## src/rtl/cbus_arbiter_if.sv

```systemverilog
// rtl/cbus_arbiter_if.sv - cbus request/response types and the arbiter's grouped bus interface
package cbus_pkg;
    typedef struct packed {
        logic        valid;
        logic        is_write;
        logic [31:0] addr;
        logic [3:0]  len;
        logic [31:0] data;
        logic [3:0]  strobe;
    } cbus_req_t;

    typedef struct packed {
        logic        ready;
        logic        last;
        logic [31:0] data;
    } cbus_resp_t;
endpackage

interface cbus_arbiter_if #(
    parameter int NUM_PORTS = 2
);
    import cbus_pkg::*;

    cbus_req_t  ireqs  [NUM_PORTS];
    cbus_resp_t iresps [NUM_PORTS];
    cbus_req_t  oreq;
    cbus_resp_t oresp;

    modport slave  (input ireqs, oresp, output iresps, oreq);
    modport master (output ireqs, oresp, input iresps, oreq);
endinterface

```

## src/rtl/cbus_arbiter.sv

```systemverilog
// rtl/cbus_arbiter.sv - cbus burst arbiter (port 0 DCache, port 1 ICache); CBUS_ARB_RR_EN selects round-robin
module cbus_arbiter
    import cbus_pkg::*;
#(
    parameter int NUM_PORTS = 2,
    parameter int CNT_BITS  = 4
) (
    input  logic          clk,
    input  logic          resetn,
    cbus_arbiter_if.slave bus,
    output logic          proto_err
);
    localparam int GW = (NUM_PORTS > 1) ? $clog2(NUM_PORTS) : 1;
    localparam int CW = CNT_BITS + 1;

    typedef enum logic {IDLE, BUSY} state_t;

    state_t              state, state_nxt;
    logic [GW-1:0]       grant, grant_nxt;
    logic [GW-1:0]       winner;
    logic                win_found;
    logic [CNT_BITS-1:0] beat_cnt, beat_cnt_nxt;
    logic [3:0]          burst_len, burst_len_nxt;
    logic                proto_err_nxt;
    logic [CW-1:0]       beats_done, beats_exp;
    logic                busy;

`ifdef CBUS_ARB_RR_EN
    logic [GW-1:0] rr_ptr;
    logic [GW-1:0] scan_idx;

    always_comb begin
        winner    = '0;
        win_found = 1'b0;
        scan_idx  = '0;
        for (int k = 0; k < NUM_PORTS; k++) begin
            if (int'(rr_ptr) + k >= NUM_PORTS)
                scan_idx = GW'(int'(rr_ptr) + k - NUM_PORTS);
            else
                scan_idx = GW'(int'(rr_ptr) + k);
            if (!win_found && bus.ireqs[scan_idx].valid) begin
                winner    = scan_idx;
                win_found = 1'b1;
            end
        end
    end

    always_ff @(posedge clk) begin
        if (!resetn)
            rr_ptr <= '0;
        else if (state == BUSY && bus.oresp.ready && bus.oresp.last)
            rr_ptr <= (grant == GW'(NUM_PORTS - 1)) ? '0 : grant + 1'b1;
    end
`else
    // Descending scan so the lowest-index valid port is the last one written.
    always_comb begin
        winner    = '0;
        win_found = 1'b0;
        for (int k = NUM_PORTS - 1; k >= 0; k--) begin
            if (bus.ireqs[k].valid) begin
                winner    = GW'(k);
                win_found = 1'b1;
            end
        end
    end
`endif

    always_ff @(posedge clk) begin
        if (!resetn) begin
            state     <= IDLE;
            grant     <= '0;
            beat_cnt  <= '0;
            burst_len <= '0;
            proto_err <= 1'b0;
        end else begin
            state     <= state_nxt;
            grant     <= grant_nxt;
            beat_cnt  <= beat_cnt_nxt;
            burst_len <= burst_len_nxt;
            proto_err <= proto_err_nxt;
        end
    end

    // Length is captured at grant so an aborting master cannot disturb the beat check.
    always_comb begin
        state_nxt     = state;
        grant_nxt     = grant;
        beat_cnt_nxt  = beat_cnt;
        burst_len_nxt = burst_len;
        proto_err_nxt = proto_err;
        beats_done    = CW'(beat_cnt) + CW'(1);
        beats_exp     = CW'(burst_len) + CW'(1);
        case (state)
            IDLE: begin
                if (win_found) begin
                    state_nxt     = BUSY;
                    grant_nxt     = winner;
                    beat_cnt_nxt  = '0;
                    burst_len_nxt = bus.ireqs[winner].len;
                end
            end
            BUSY: begin
                if (bus.oresp.ready) begin
                    beat_cnt_nxt = beat_cnt + 1'b1;
                    if (bus.oresp.last) begin
                        state_nxt = IDLE;
                        if (beats_done != beats_exp)
                            proto_err_nxt = 1'b1;
                    end else if (beats_done == beats_exp) begin
                        proto_err_nxt = 1'b1;
                    end
                end
            end
            default: state_nxt = IDLE;
        endcase
    end

    // Outputs are also gated by resetn so nothing leaks while reset is held.
    assign busy = resetn && (state == BUSY);

    always_comb begin
        bus.oreq = '0;
        for (int i = 0; i < NUM_PORTS; i++)
            bus.iresps[i] = '0;
        if (busy) begin
            bus.oreq          = bus.ireqs[grant];
            bus.iresps[grant] = bus.oresp;
        end
    end
endmodule

```

## src/flat_wrapper.sv

```systemverilog
// flat-port wrapper written by rule: the top's interface ports become plain ports
module cbus_arbiter_flat import cbus_pkg::*;
#(
    parameter int NUM_PORTS = 2,
    parameter int CNT_BITS  = 4
)
  (clk, resetn, proto_err, bus_ireqs, bus_oresp, bus_iresps, bus_oreq);
  cbus_arbiter_if #(.NUM_PORTS(NUM_PORTS)) bus_i ();
  input  logic clk;
  input  logic resetn;
  output logic proto_err;
  input wire logic [$bits(bus_i.ireqs)-1:0] bus_ireqs;
  input wire logic [$bits(bus_i.oresp)-1:0] bus_oresp;
  output wire logic [$bits(bus_i.iresps)-1:0] bus_iresps;
  output wire logic [$bits(bus_i.oreq)-1:0] bus_oreq;
  assign bus_i.ireqs = {>>{bus_ireqs}};
  assign bus_i.oresp = bus_oresp;
  assign bus_iresps = {>>{bus_i.iresps}};
  assign bus_oreq = bus_i.oreq;
  cbus_arbiter #(.NUM_PORTS(NUM_PORTS), .CNT_BITS(CNT_BITS)) u_core (.clk(clk), .resetn(resetn), .bus(bus_i), .proto_err(proto_err));
endmodule
```

## config.mk

```make
export PLATFORM = sky130hd
export DESIGN_NAME = cbus_arbiter_flat
export DESIGN_NICKNAME = d
export VERILOG_FILES = /design/src/rtl/cbus_arbiter_if.sv /design/src/rtl/cbus_arbiter.sv /design/src/flat_wrapper.sv
export SDC_FILE = /design/constraint.sdc
export NUM_CORES = 1
export LEC_CHECK = 0
export CORE_AREA = 5 5 123 125
export CTS_CLUSTER_SIZE = 25
export DETAILED_ROUTE_END_ITERATION = 12
export DIE_AREA = 0 0 128 130
export GPL_ROUTABILITY_DRIVEN = 0
export PLACE_DENSITY = 0.62
export SLEW_MARGIN = 10
export SYNTH_ARGS = -nofsm -noshare
export SYNTH_HDL_FRONTEND = slang
export SYNTH_SLANG_ARGS = --single-unit
```

## constraint.sdc

```tcl
create_clock -name clk -period 5.2 [get_ports clk]
set_input_delay 0.52 -clock clk [delete_from_list [all_inputs] [get_ports clk]]
set_output_delay 0.52 -clock clk [all_outputs]
set_load 0.01 [all_outputs]
```

==> run summary <==
=================================================================================================
Sequential fraction of the synthesis area                                                   10.0%
CTS tree                                                                                     done
Share of synthesized cell area in full adder, half adder and majority cells                 1.14%
Met3 usage in global routing                                                                4.54%
Post-synthesis to final-layout area growth                                                   158%
Number of global-route vias before repair                                                    3464
Vias after detailed routing                                                                  3405
Post_cts resized                                                                                0
Tot GR Track Use                                                                            13.3%
TNS Setup                                                                                    0 ps
Worst hold slack                                                                           477 ps
Number of buffers inserted for hold repair after clock tree synthesis                           0
Layout net count                                                                              812
Compound-gate portion of the synthesized area                                               5.87%
Maximum fanout along the worst path                                                            34
Critical Path RT                                                                          4680 ps
Top flip-flop cell by instance count after synthesis                                      dfxtp_1
Post-layout min period                                                                    3410 ps
Maximum count of clock buffers along a single path                                              2
Biggest area consumer among synthesized cells                                             mux2i_1
#FFs+latches synth                                                                             11
Worst hold-check path type                                                                reg2reg
Clock Skews                                                                               4.61 ps
Clock root cell                                                                         clkbuf_16
Total standard cell area after synthesis                                                2190 um^2
Initial Util                                                                                15.9%
Final hold violations                                                                           0
Num Clock Sinks                                                                                11
Relative slew margins                                                                       30.1%
Count of maximum capacitance violations                                                         0
Transition time at the pin with the least slew margin                                     1050 ps
Setup crit start kind                                                                primary input
Pin count of the biggest net entering global routing                                           70
IO Pins                                                                                       327
Worst R2R Setup Slack                                                                     3390 ps
Routed Wire Length                                                                        12.2 mm
Met1 usage                                                                                  13.4%
Residual DRC count                                                                              0
Remaining global-route overflow                                                                 0
1st-iter DRT viols                                                                             70
Power Density                                                                         111 nW/um^2
Number of distinct library cell variants in the gate-level netlist after synthesis             29
Routed wirelength normalized by instance count                                            15.2 um
Count of standard-cell rows                                                                    43
Result of the run                                                                    complete, no violations
Total number of H-tree levels                                                                   1
Achievable clock frequency                                                                293 MHz
Most used standard cell by instance count after synthesis                                  nor2_1
Worst supply voltage drop on vdd                                                          88.8 uV
Signal arrival time at the worst endpoint                                                 2890 ps
Fraction of post-synthesis cell area in the top cell type by area                           35.6%
Multiplexer area fraction after synthesis                                                   35.6%
Layout cells sized above 1                                                                  1.60%
Y dimension of the die                                                                     130 um
Largest family of logic cells by synthesized area                                    simple AND/OR/NAND/NOR gates
Met2 Track Usage GR                                                                         26.7%
DRT antenna net count                                                                           0
Reported leakage power                                                                    2.12 nW
Std-Cell Core Area                                                                     13800 um^2
Number of warnings printed during yosys synthesis                                               0
Mean post-synth cell area                                                               6.82 um^2
Port-buffer cells                                                                             326
Count of flip-flops with a built-in enable after synthesis                                      0
Share of the cycle needed by the critical path after routing                                65.6%
Clock-pin slew on the worst setup and hold paths                                            40 ps
Clock latency at the later pin of the worst-skew pair                                      240 ps
Most instantiated cells after synthesis                                              88 x nor2_1, 78 x mux2i_1, 34 x and2_1, 34 x and3_1, 16 x clkbuf_1
Setup bufs post-CTS                                                                             0
Post-synthesis cell count                                                                     322
RSZ-0062 raised after global routing                                                        false
XOR/XNOR Fraction of Synth Area                                                             2.79%
Die Wd                                                                                     128 um
Number of antenna violations at the first check in global routing                               0
WS Path Type                                                                               in2out
Syn nets                                                                                      508
DP HPWL                                                                                   10.6 mm
Most area-consuming cells after synthesis                                            mux2i_1 36%, nor2_1 15%, dfxtp_1 10%, and2_1 9.7%, and3_1 9.7%
Global-route wire length before repair                                                    18.0 mm
Number of optimization iterations in the first detailed-route pass                              4
Number of max-slew violations in the final report                                               0
Final count of negative-setup-slack endpoints                                                   0
Post-synth ARST share                                                                          0%
Clock buffers created by TritonCTS                                                              3
Nature of the critical path endpoint                                                  output port
Global route hottest layer                                                                   met2
# diodes                                                                                        0
Die ar.                                                                                16600 um^2
Area fraction in and, or, nand and nor cells after synthesis                                38.7%
Via-per-instance ratio                                                                       4.23
=================================================================================================
## cell usage in the layout, fill, tap and decap left out, types with 2 or more instances in the layout
master and n:
xnor2_1 6, clkdlybuf4s50_1 326, clkbuf_16 3, nand3_1 4, buf_4 3, and2_1 34
o21ai_0 2, a211oi_1 5, nor2_1 87, mux2i_1 78, dfxtp_1 10, and3_1 34
a21oi_1 6, ha_1 2, nand2_1 6, inv_1 2
## power by group
part | internal, W | leakage, nW | switching, W
clock | 0.000103 | 0.0382 | 0.0000385
combinational | 0.000248 | 1.99 | 0.000129
sequential | 0.0000905 | 0.0911 | 0.0000226
## metal layers
metal	vias to the layer above	share of wire, %
met2	189	53
met3	12	11
met4	0	1.1
met1	1494	35
met5	-	0
li1	1710	-
## metrics by stage
step | total power [W] | util (%) | instance area [um^2] | setup slack [ps] | instances
finish | 0.000631 | 41.2 | 5670 | 1790 | 805
global route | 0.000671 | 41.2 | 5670 | 1560 | 805
CTS | 0.000641 | 41.2 | 5670 | 1780 | 805
detailed placement | 0.000496 | 40.6 | 5590 | 1780 | 801
global placement | 0.000490 | 40.6 | 5590 | 1910 | 801
floorplan | 0.000249 | - | 2190 | 3410 | 322
## flip-flops by register name (all words and copies together), names as in the netlist
register,flops
u_core.burst_len,4
u_core.grant,1
u_core.beat_cnt,4
u_core.proto_err,1
u_core.state,1
## worst max-delay path, cell delays in order
cell and delay, ps:
clkdlybuf4s50_1 530, inv_1 210, nor2_2 790, and3_1 280, clkdlybuf4s50_1 540
## layout make-up
class                   instances  area, um^2
repair buffers                329        3290
well taps                     180         225
multi-input cells             279        1850
fillers                      1433        8100
clock buffers                   4        78.8
flip-flops and latches         11         224
inverters                       2        7.51
## worst paths after layout
kind | from | to | cells after the start
setup reg to reg | u_core.beat_cnt[0] | u_core.proto_err | 5
setup / recovery | resetn | bus_iresps[28] | 5
hold reg to reg | u_core.proto_err | u_core.proto_err | 2
hold / removal | u_core.proto_err | u_core.proto_err | 2
## cells by family (layout without fill, tap and decap cells)
| kind of cell | count (synthesis) | in the layout |
|---|---|---|
| xor gates and xnor gates | 7 | 7 |
| and+or+nand+nor | 173 | 173 |
| AOI/OAI and AO/OA | 19 | 19 |
| adders and majority gates | 2 | 2 |
| buffers and inverters | 32 | 335 |
| DFF | 11 | 11 |
| muxes | 78 | 78 |
Power figures use the tool's default switching activity.
